`config.mk`:
```
export PLATFORM = sky130hd
export DESIGN_NAME = id_stage
export DESIGN_NICKNAME = d
export VERILOG_FILES = /design/src/rtl/id_stage.sv
export SDC_FILE = /design/constraint.sdc
export NUM_CORES = 1
export LEC_CHECK = 0
export CAP_MARGIN = 25
export CORE_MARGIN = 4
export CORE_UTILIZATION = 45
export DETAILED_ROUTE_END_ITERATION = 8
export GPL_TIMING_DRIVEN = 0
export MAX_ROUTING_LAYER = met4
export PLACE_DENSITY = 0.87
export SLEW_MARGIN = 20
export SYNTH_ARGS = -nofsm -noshare
export SYNTH_HDL_FRONTEND = slang
export SYNTH_SLANG_ARGS = --single-unit
```
`constraint.sdc`:
```
create_clock -name clk -period 5 [get_ports clk]
set_input_delay 1.5 -clock clk [delete_from_list [all_inputs] [get_ports clk]]
set_output_delay 1.5 -clock clk [all_outputs]
set_load 0.05 [all_outputs]
```
`src/rtl/id_stage.sv`:
```
// id_stage: RV32I decode stage (LUI, AUIPC, ADDI, ADD, SUB) feeding the EX ALU.
//
// Decodes one instruction per cycle into a 5-bit ALUOp and operands A/B,
// reads the register file combinationally, and holds the result in one
// pipeline register toward EX. Illegal encodings become NOPs and are counted
// in a saturating counter.
//
// Optional feature macro: ID_BYPASS_EN
//   defined   -> writeback data is forwarded onto matching source operands.
//   undefined -> wb_* inputs are ignored and operands come only from rf_rdata
//                (the regfile must then be write-first).
//
// Handshake: a transfer happens on a cycle where valid and ready are both
// high at the rising edge. in_valid/out_valid never depend on the matching
// ready. in_ready is combinational from out_ready (the register is free when
// empty or being drained this cycle). While out_valid=1 and out_ready=0 the
// registered payload is held unchanged.
module id_stage #(
  parameter int ILL_CNT_W = 16
) (
  input  logic                 clk,
  input  logic                 rst,
  input  logic                 flush,
  input  logic                 in_valid,
  output logic                 in_ready,
  input  logic [31:0]          in_instr,
  input  logic [31:0]          in_pc,
  output logic [4:0]           rf_raddr1,
  output logic [4:0]           rf_raddr2,
  input  logic [31:0]          rf_rdata1,
  input  logic [31:0]          rf_rdata2,
  input  logic                 wb_we,
  input  logic [4:0]           wb_waddr,
  input  logic [31:0]          wb_wdata,
  output logic                 out_valid,
  input  logic                 out_ready,
  output logic [4:0]           out_alu_op,
  output logic [31:0]          out_a,
  output logic [31:0]          out_b,
  output logic [4:0]           out_rd,
  output logic                 out_reg_we,
  output logic [31:0]          out_pc,
  output logic [ILL_CNT_W-1:0] illegal_cnt
);

  // Major opcodes of the supported subset
  localparam logic [6:0] OPC_LUI   = 7'b0110111;
  localparam logic [6:0] OPC_AUIPC = 7'b0010111;
  localparam logic [6:0] OPC_OPIMM = 7'b0010011;
  localparam logic [6:0] OPC_OP    = 7'b0110011;

  localparam logic [2:0] F3_ADD    = 3'b000;
  localparam logic [6:0] F7_ADD    = 7'b0000000;
  localparam logic [6:0] F7_SUB    = 7'b0100000;

  // ALUOp encodings understood by EX
  localparam logic [4:0] ALU_NOP   = 5'b00000;
  localparam logic [4:0] ALU_LUI   = 5'b00001;
  localparam logic [4:0] ALU_AUIPC = 5'b00010;
  localparam logic [4:0] ALU_ADD   = 5'b00011;
  localparam logic [4:0] ALU_SUB   = 5'b00100;

  // Instruction fields
  logic [6:0]  opcode;
  logic [2:0]  funct3;
  logic [6:0]  funct7;
  logic [4:0]  rs1_idx;
  logic [4:0]  rs2_idx;
  logic [4:0]  rd_idx;
  logic [31:0] imm_u;
  logic [31:0] imm_i;

  // Resolved source operands
  logic [31:0] rs1_val;
  logic [31:0] rs2_val;

  // Decode results
  logic        dec_legal;
  logic [4:0]  dec_op;
  logic [31:0] dec_a;
  logic [31:0] dec_b;
  logic        dec_reg_we;

  // Handshake
  logic        accept;

  // Pipeline register state
  logic                 out_valid_q,  out_valid_d;
  logic [4:0]           alu_op_q,     alu_op_d;
  logic [31:0]          a_q,          a_d;
  logic [31:0]          b_q,          b_d;
  logic [4:0]           rd_q,         rd_d;
  logic                 reg_we_q,     reg_we_d;
  logic [31:0]          pc_q,         pc_d;
  logic [ILL_CNT_W-1:0] ill_cnt_q,    ill_cnt_d;

  // Field extraction; register-file addresses come straight from the word
  always_comb begin
    opcode  = in_instr[6:0];
    rd_idx  = in_instr[11:7];
    funct3  = in_instr[14:12];
    rs1_idx = in_instr[19:15];
    rs2_idx = in_instr[24:20];
    funct7  = in_instr[31:25];
    imm_u   = {in_instr[31:12], 12'b0};
    imm_i   = {{20{in_instr[31]}}, in_instr[31:20]};
  end

  assign rf_raddr1 = rs1_idx;
  assign rf_raddr2 = rs2_idx;

`ifdef ID_BYPASS_EN
  // Source operand select: x0 forces zero, otherwise forward a matching writeback
  always_comb begin
    rs1_val = rf_rdata1;
    rs2_val = rf_rdata2;
    if (wb_we && (wb_waddr != 5'd0) && (wb_waddr == rs1_idx)) begin
      rs1_val = wb_wdata;
    end
    if (wb_we && (wb_waddr != 5'd0) && (wb_waddr == rs2_idx)) begin
      rs2_val = wb_wdata;
    end
    if (rs1_idx == 5'd0) begin
      rs1_val = 32'd0;
    end
    if (rs2_idx == 5'd0) begin
      rs2_val = 32'd0;
    end
  end
`else
  // Writeback ports are present but intentionally ignored in this build
  logic unused_wb;
  assign unused_wb = ^{wb_we, wb_waddr, wb_wdata};

  // Source operand select: x0 forces zero, otherwise use regfile data as-is
  always_comb begin
    rs1_val = rf_rdata1;
    rs2_val = rf_rdata2;
    if (rs1_idx == 5'd0) begin
      rs1_val = 32'd0;
    end
    if (rs2_idx == 5'd0) begin
      rs2_val = 32'd0;
    end
  end
`endif

  // Decode the supported subset; anything else becomes a NOP with zero operands
  always_comb begin
    dec_legal = 1'b0;
    dec_op    = ALU_NOP;
    dec_a     = 32'd0;
    dec_b     = 32'd0;
    unique case (opcode)
      OPC_LUI: begin
        dec_legal = 1'b1;
        dec_op    = ALU_LUI;
        dec_a     = 32'd0;
        dec_b     = imm_u;
      end
      OPC_AUIPC: begin
        // EX passes B through for auipc, so B carries the finished sum
        dec_legal = 1'b1;
        dec_op    = ALU_AUIPC;
        dec_a     = in_pc;
        dec_b     = in_pc + imm_u;
      end
      OPC_OPIMM: begin
        if (funct3 == F3_ADD) begin
          dec_legal = 1'b1;
          dec_op    = ALU_ADD;
          dec_a     = rs1_val;
          dec_b     = imm_i;
        end
      end
      OPC_OP: begin
        if ((funct3 == F3_ADD) && (funct7 == F7_ADD)) begin
          dec_legal = 1'b1;
          dec_op    = ALU_ADD;
          dec_a     = rs1_val;
          dec_b     = rs2_val;
        end else if ((funct3 == F3_ADD) && (funct7 == F7_SUB)) begin
          dec_legal = 1'b1;
          dec_op    = ALU_SUB;
          dec_a     = rs1_val;
          dec_b     = rs2_val;
        end
      end
      default: begin
        dec_legal = 1'b0;
      end
    endcase
    // Writes to x0 are suppressed here so EX/WB need not check rd
    dec_reg_we = dec_legal && (rd_idx != 5'd0);
  end

  // Ready when the register is empty or its entry retires this cycle
  always_comb begin
    in_ready = ~rst & (~out_valid_q | out_ready);
    accept   = in_valid & in_ready & ~flush;
  end

  // Next-state for the pipeline register and the illegal counter
  always_comb begin
    out_valid_d = out_valid_q;
    alu_op_d    = alu_op_q;
    a_d         = a_q;
    b_d         = b_q;
    rd_d        = rd_q;
    reg_we_d    = reg_we_q;
    pc_d        = pc_q;
    ill_cnt_d   = ill_cnt_q;
    if (flush) begin
      // Kill the held entry; payload is left as-is since valid gates it
      out_valid_d = 1'b0;
    end else if (accept) begin
      out_valid_d = 1'b1;
      alu_op_d    = dec_op;
      a_d         = dec_a;
      b_d         = dec_b;
      rd_d        = rd_idx;
      reg_we_d    = dec_reg_we;
      pc_d        = in_pc;
      if (!dec_legal && (ill_cnt_q != {ILL_CNT_W{1'b1}})) begin
        ill_cnt_d = ill_cnt_q + ILL_CNT_W'(1);
      end
    end else if (out_ready) begin
      // Entry retired and nothing replaced it
      out_valid_d = 1'b0;
    end
  end

  // State register with synchronous reset
  always_ff @(posedge clk) begin
    if (rst) begin
      out_valid_q <= 1'b0;
      alu_op_q    <= ALU_NOP;
      a_q         <= 32'd0;
      b_q         <= 32'd0;
      rd_q        <= 5'd0;
      reg_we_q    <= 1'b0;
      pc_q        <= 32'd0;
      ill_cnt_q   <= '0;
    end else begin
      out_valid_q <= out_valid_d;
      alu_op_q    <= alu_op_d;
      a_q         <= a_d;
      b_q         <= b_d;
      rd_q        <= rd_d;
      reg_we_q    <= reg_we_d;
      pc_q        <= pc_d;
      ill_cnt_q   <= ill_cnt_d;
    end
  end

  assign out_valid   = out_valid_q;
  assign out_alu_op  = alu_op_q;
  assign out_a       = a_q;
  assign out_b       = b_q;
  assign out_rd      = rd_q;
  assign out_reg_we  = reg_we_q;
  assign out_pc      = pc_q;
  assign illegal_cnt = ill_cnt_q;

endmodule
```
==> results.py <==
metrics = {
    "status": {
        "outcome": "complete, no violations",
    },
    "die": {
        "core_area_mm2": 0.0140,
        "io_pins": 306,
        "chipHeight_um": 128,
        "start_util_pct": 46.2,
        "fp.dieW_um": 128,
        "die_area_mm2": 0.0163,
        "rows": 43,
    },
    "critical_path": {
        "reg2reg_from": "out_valid",
        "crit_path_end_kind": "output pin",
        "cp_slowest_stage_delay_ns": 0.53,
        "crit_chain": "clkdlybuf4s50_1 > clkbuf_1 > clkbuf_4 > nor2_1 > dlygate4sd2_1",
        "reg2reg_to": "out_b[23]",
        "cp_data_required_time_ns": 3.50,
        "critPathTopFamily": "buffers and inverters",
        "crit_arrival_ns": 3.36,
        "critPathSlowestCell": "clkdlybuf4s50_1",
        "reg2reg_depth": 6,
        "cp_num_buf_inv": 4,
        "start_kind": "primary input",
        "worstPathMaxFanout": 19,
        "rrSetupSlack_ns": 2.75,
        "startpoint": "rst",
        "crit_type": "primary input to output pin",
    },
    "hold_path": {
        "min_to": "out_a[3]",
        "hp-class": "register to register",
        "min_delay_path_depth": 2,
        "min_from": "out_a[3]",
    },
    "routing": {
        "drtIter0Drc": 693,
        "drt_pre_antenna_iters": 5,
        "vias_per_cell": 5.78,
        "vias": 7350,
        "wl_per_cell_um": 20.2,
        "routed_wl_mm": 25.6,
        "ant_nets": 0,
        "remaining_drc_errors": 0,
    },
    "grt": {
        "track_usage_pct": 31.1,
        "grt_max_degree": 20,
        "grt_pass1_vias": 7026,
        "global_route.overflow_total": 0,
        "grt_pass1_wl_mm": 38.3,
        "antenna_found_initial": 1,
    },
    "yosys": {
        "ys_seq_area_share_pct": 37.8,
        "synth_warnings": 0,
        "avgSynthCellArea_um2": 8.15,
        "synth_top_area_share_pct": 37.8,
        "ys_ff_latch": 122,
        "synth-main-ff-cell": "dfxtp_1",
        "synth_cell_types": 75,
        "synthCells": 793,
        "ys_async_sr_fraction_pct": 0,
        "synth_common_cells": "163 x nand2_1, 122 x dfxtp_1, 63 x a21oi_1, 50 x nor2_1, 48 x a22oi_1",
        "synth_largest_area_cell": "dfxtp_1",
        "synth_most_common_cell": "nand2_1",
        "synth_area_mm2": 0.00646,
        "ys_top_cells_by_area": "dfxtp_1 38%, nand2_1 9.5%, a22oi_1 5.6%",
        "synth_edf_count": 0,
    },
    "timing": {
        "relSlewSlack_pct": 37.8,
        "fin_crit_ns": 4.86,
        "fmax_mhz": 206,
        "tns_ns": 0,
        "post-route-period-util_pct": 97.1,
        "rsz0062_at_grt": "false",
        "clock_skew_ns": 0.00705,
        "finalSetupViolations": 0,
        "final_max_slew_viol_count": 0,
        "worst_pin_slew_ns": 0.930,
        "finalHoldViolCount": 0,
    },
    "cts": {
        "clock_path_buffers": 2,
        "cts_resized": 3,
        "post-cts-setup-buffers": 0,
        "ctsHtreeMaxLevel": 4,
        "clock_sinks": 122,
        "clk_pin_slew_ns": 0.06,
        "numCtsBuffers": 17,
        "clkLatencyLatePin_ns": 0.42,
        "cts_tree": "yes",
        "clock-root-buffer": "clkbuf_16",
        "cts_hold_buf": 0,
    },
    "pwr": {
        "p_leak_nw": 3.52,
        "peakVddDrop_v": 0.000210,
        "power.density_mw_per_mm2": 311,
        "power_mw": 3.15,
    },
    "flow_run": {
        "drv_cap": 0,
    },
    "place": {
        "port_buffers": 265,
        "hpwl_mm": 19.8,
        "routabilityCongestion": 0.950,
    },
    "layout": {
        "fin_nets": 1269,
        "drive_above_1_share_pct": 7.89,
        "area_growth_pct": 56.7,
    },
}
-- cell type report --
class                   count  area [um^2]
repair buffers            265         2650
fillers                  1160         3860
well taps                 180          225
diodes                      1         2.50
multi-input cells         606         3660
clock inverters            12          313
flip-flops and latches    122         2440
clock buffers              20          467
plain buffers              65          362
-- worst reg2reg max path: cells and delay by family (launching register included) --
family / cells / cell delay [ns]
flops: 1 / 0.34
simple gates: 2 / 0.40
compound gates: 2 / 0.37
buf+inv: 2 / 1.07
-- per-layer routing --
metal	global-route usage (%)	routed length [um]	vias to the layer above
met1	37.5	10100	3451
met2	49.8	12100	402
met4	11.1	725	0
met5	-	0	-
li1	-	-	3454
met3	8.75	2680	43
-- power breakdown --
part           switching (mW)  internal, mW
clock                   0.459          1.18
combinational           0.291         0.224
sequential             0.0123         0.992
-- placed cells by master, fill, tap and decap left out, drive strengths merged, types with 17 or more instances in the layout --
cell type and count:
xnor2 17, buf 36, nand3 17, nand2 164, clkdlybuf4s50 264, a21oi 65, dfxtp 122, clkbuf 49
ha 20, nor2 50, a22oi 48, o21ai 45
-- flip-flops by register name (all words and copies together) (netlist names) --
name	cells
illegal_cnt	16
out_a	32
out_alu_op	3
out_b	32
out_pc	32
out_rd	5
out_reg_we	1
out_valid	1
-- cell families after synthesis --
family | synth area share (%)
AO/OA/AOI/OAI | 25.7
XOR/XNOR | 3.25
adder cells (fa/ha/maj) | 4.18
buffers and inverters | 5.59
flip-flops | 37.8
multiplexers | 0.794
other | 0.0580
AND/OR/NAND/NOR | 22.6
-- through the flow --
| step | cell area (um^2) | cells | setup WS (ns) | util, % | hold WS [ns] |
|---|---|---|---|---|---|
| after floorplan | 6470 | 794 | 0.749 | - | 0.667 |
| after global placement | 9350 | 1239 | -0.703 | 66.8 | 0.434 |
| after detailed placement | 9350 | 1239 | -0.763 | 66.8 | 0.441 |
| after CTS | 10100 | 1270 | 0.144 | 72.4 | 0.449 |
| after global routing | 10100 | 1271 | 0.0339 | 72.4 | 0.463 |
| final | 10100 | 1271 | 0.144 | 72.4 | 0.447 |
-- worst max path at each step --
| stage | end | cells after the start |
|---|---|---|
| detailed placement | in_ready | 6 |
| finish | in_ready | 5 |
| global route | in_ready | 5 |
| CTS | in_ready | 5 |
| floorplan | in_ready | 4 |
| global placement | in_ready | 6 |
Note: power is estimated with default switching activity, not from simulation.
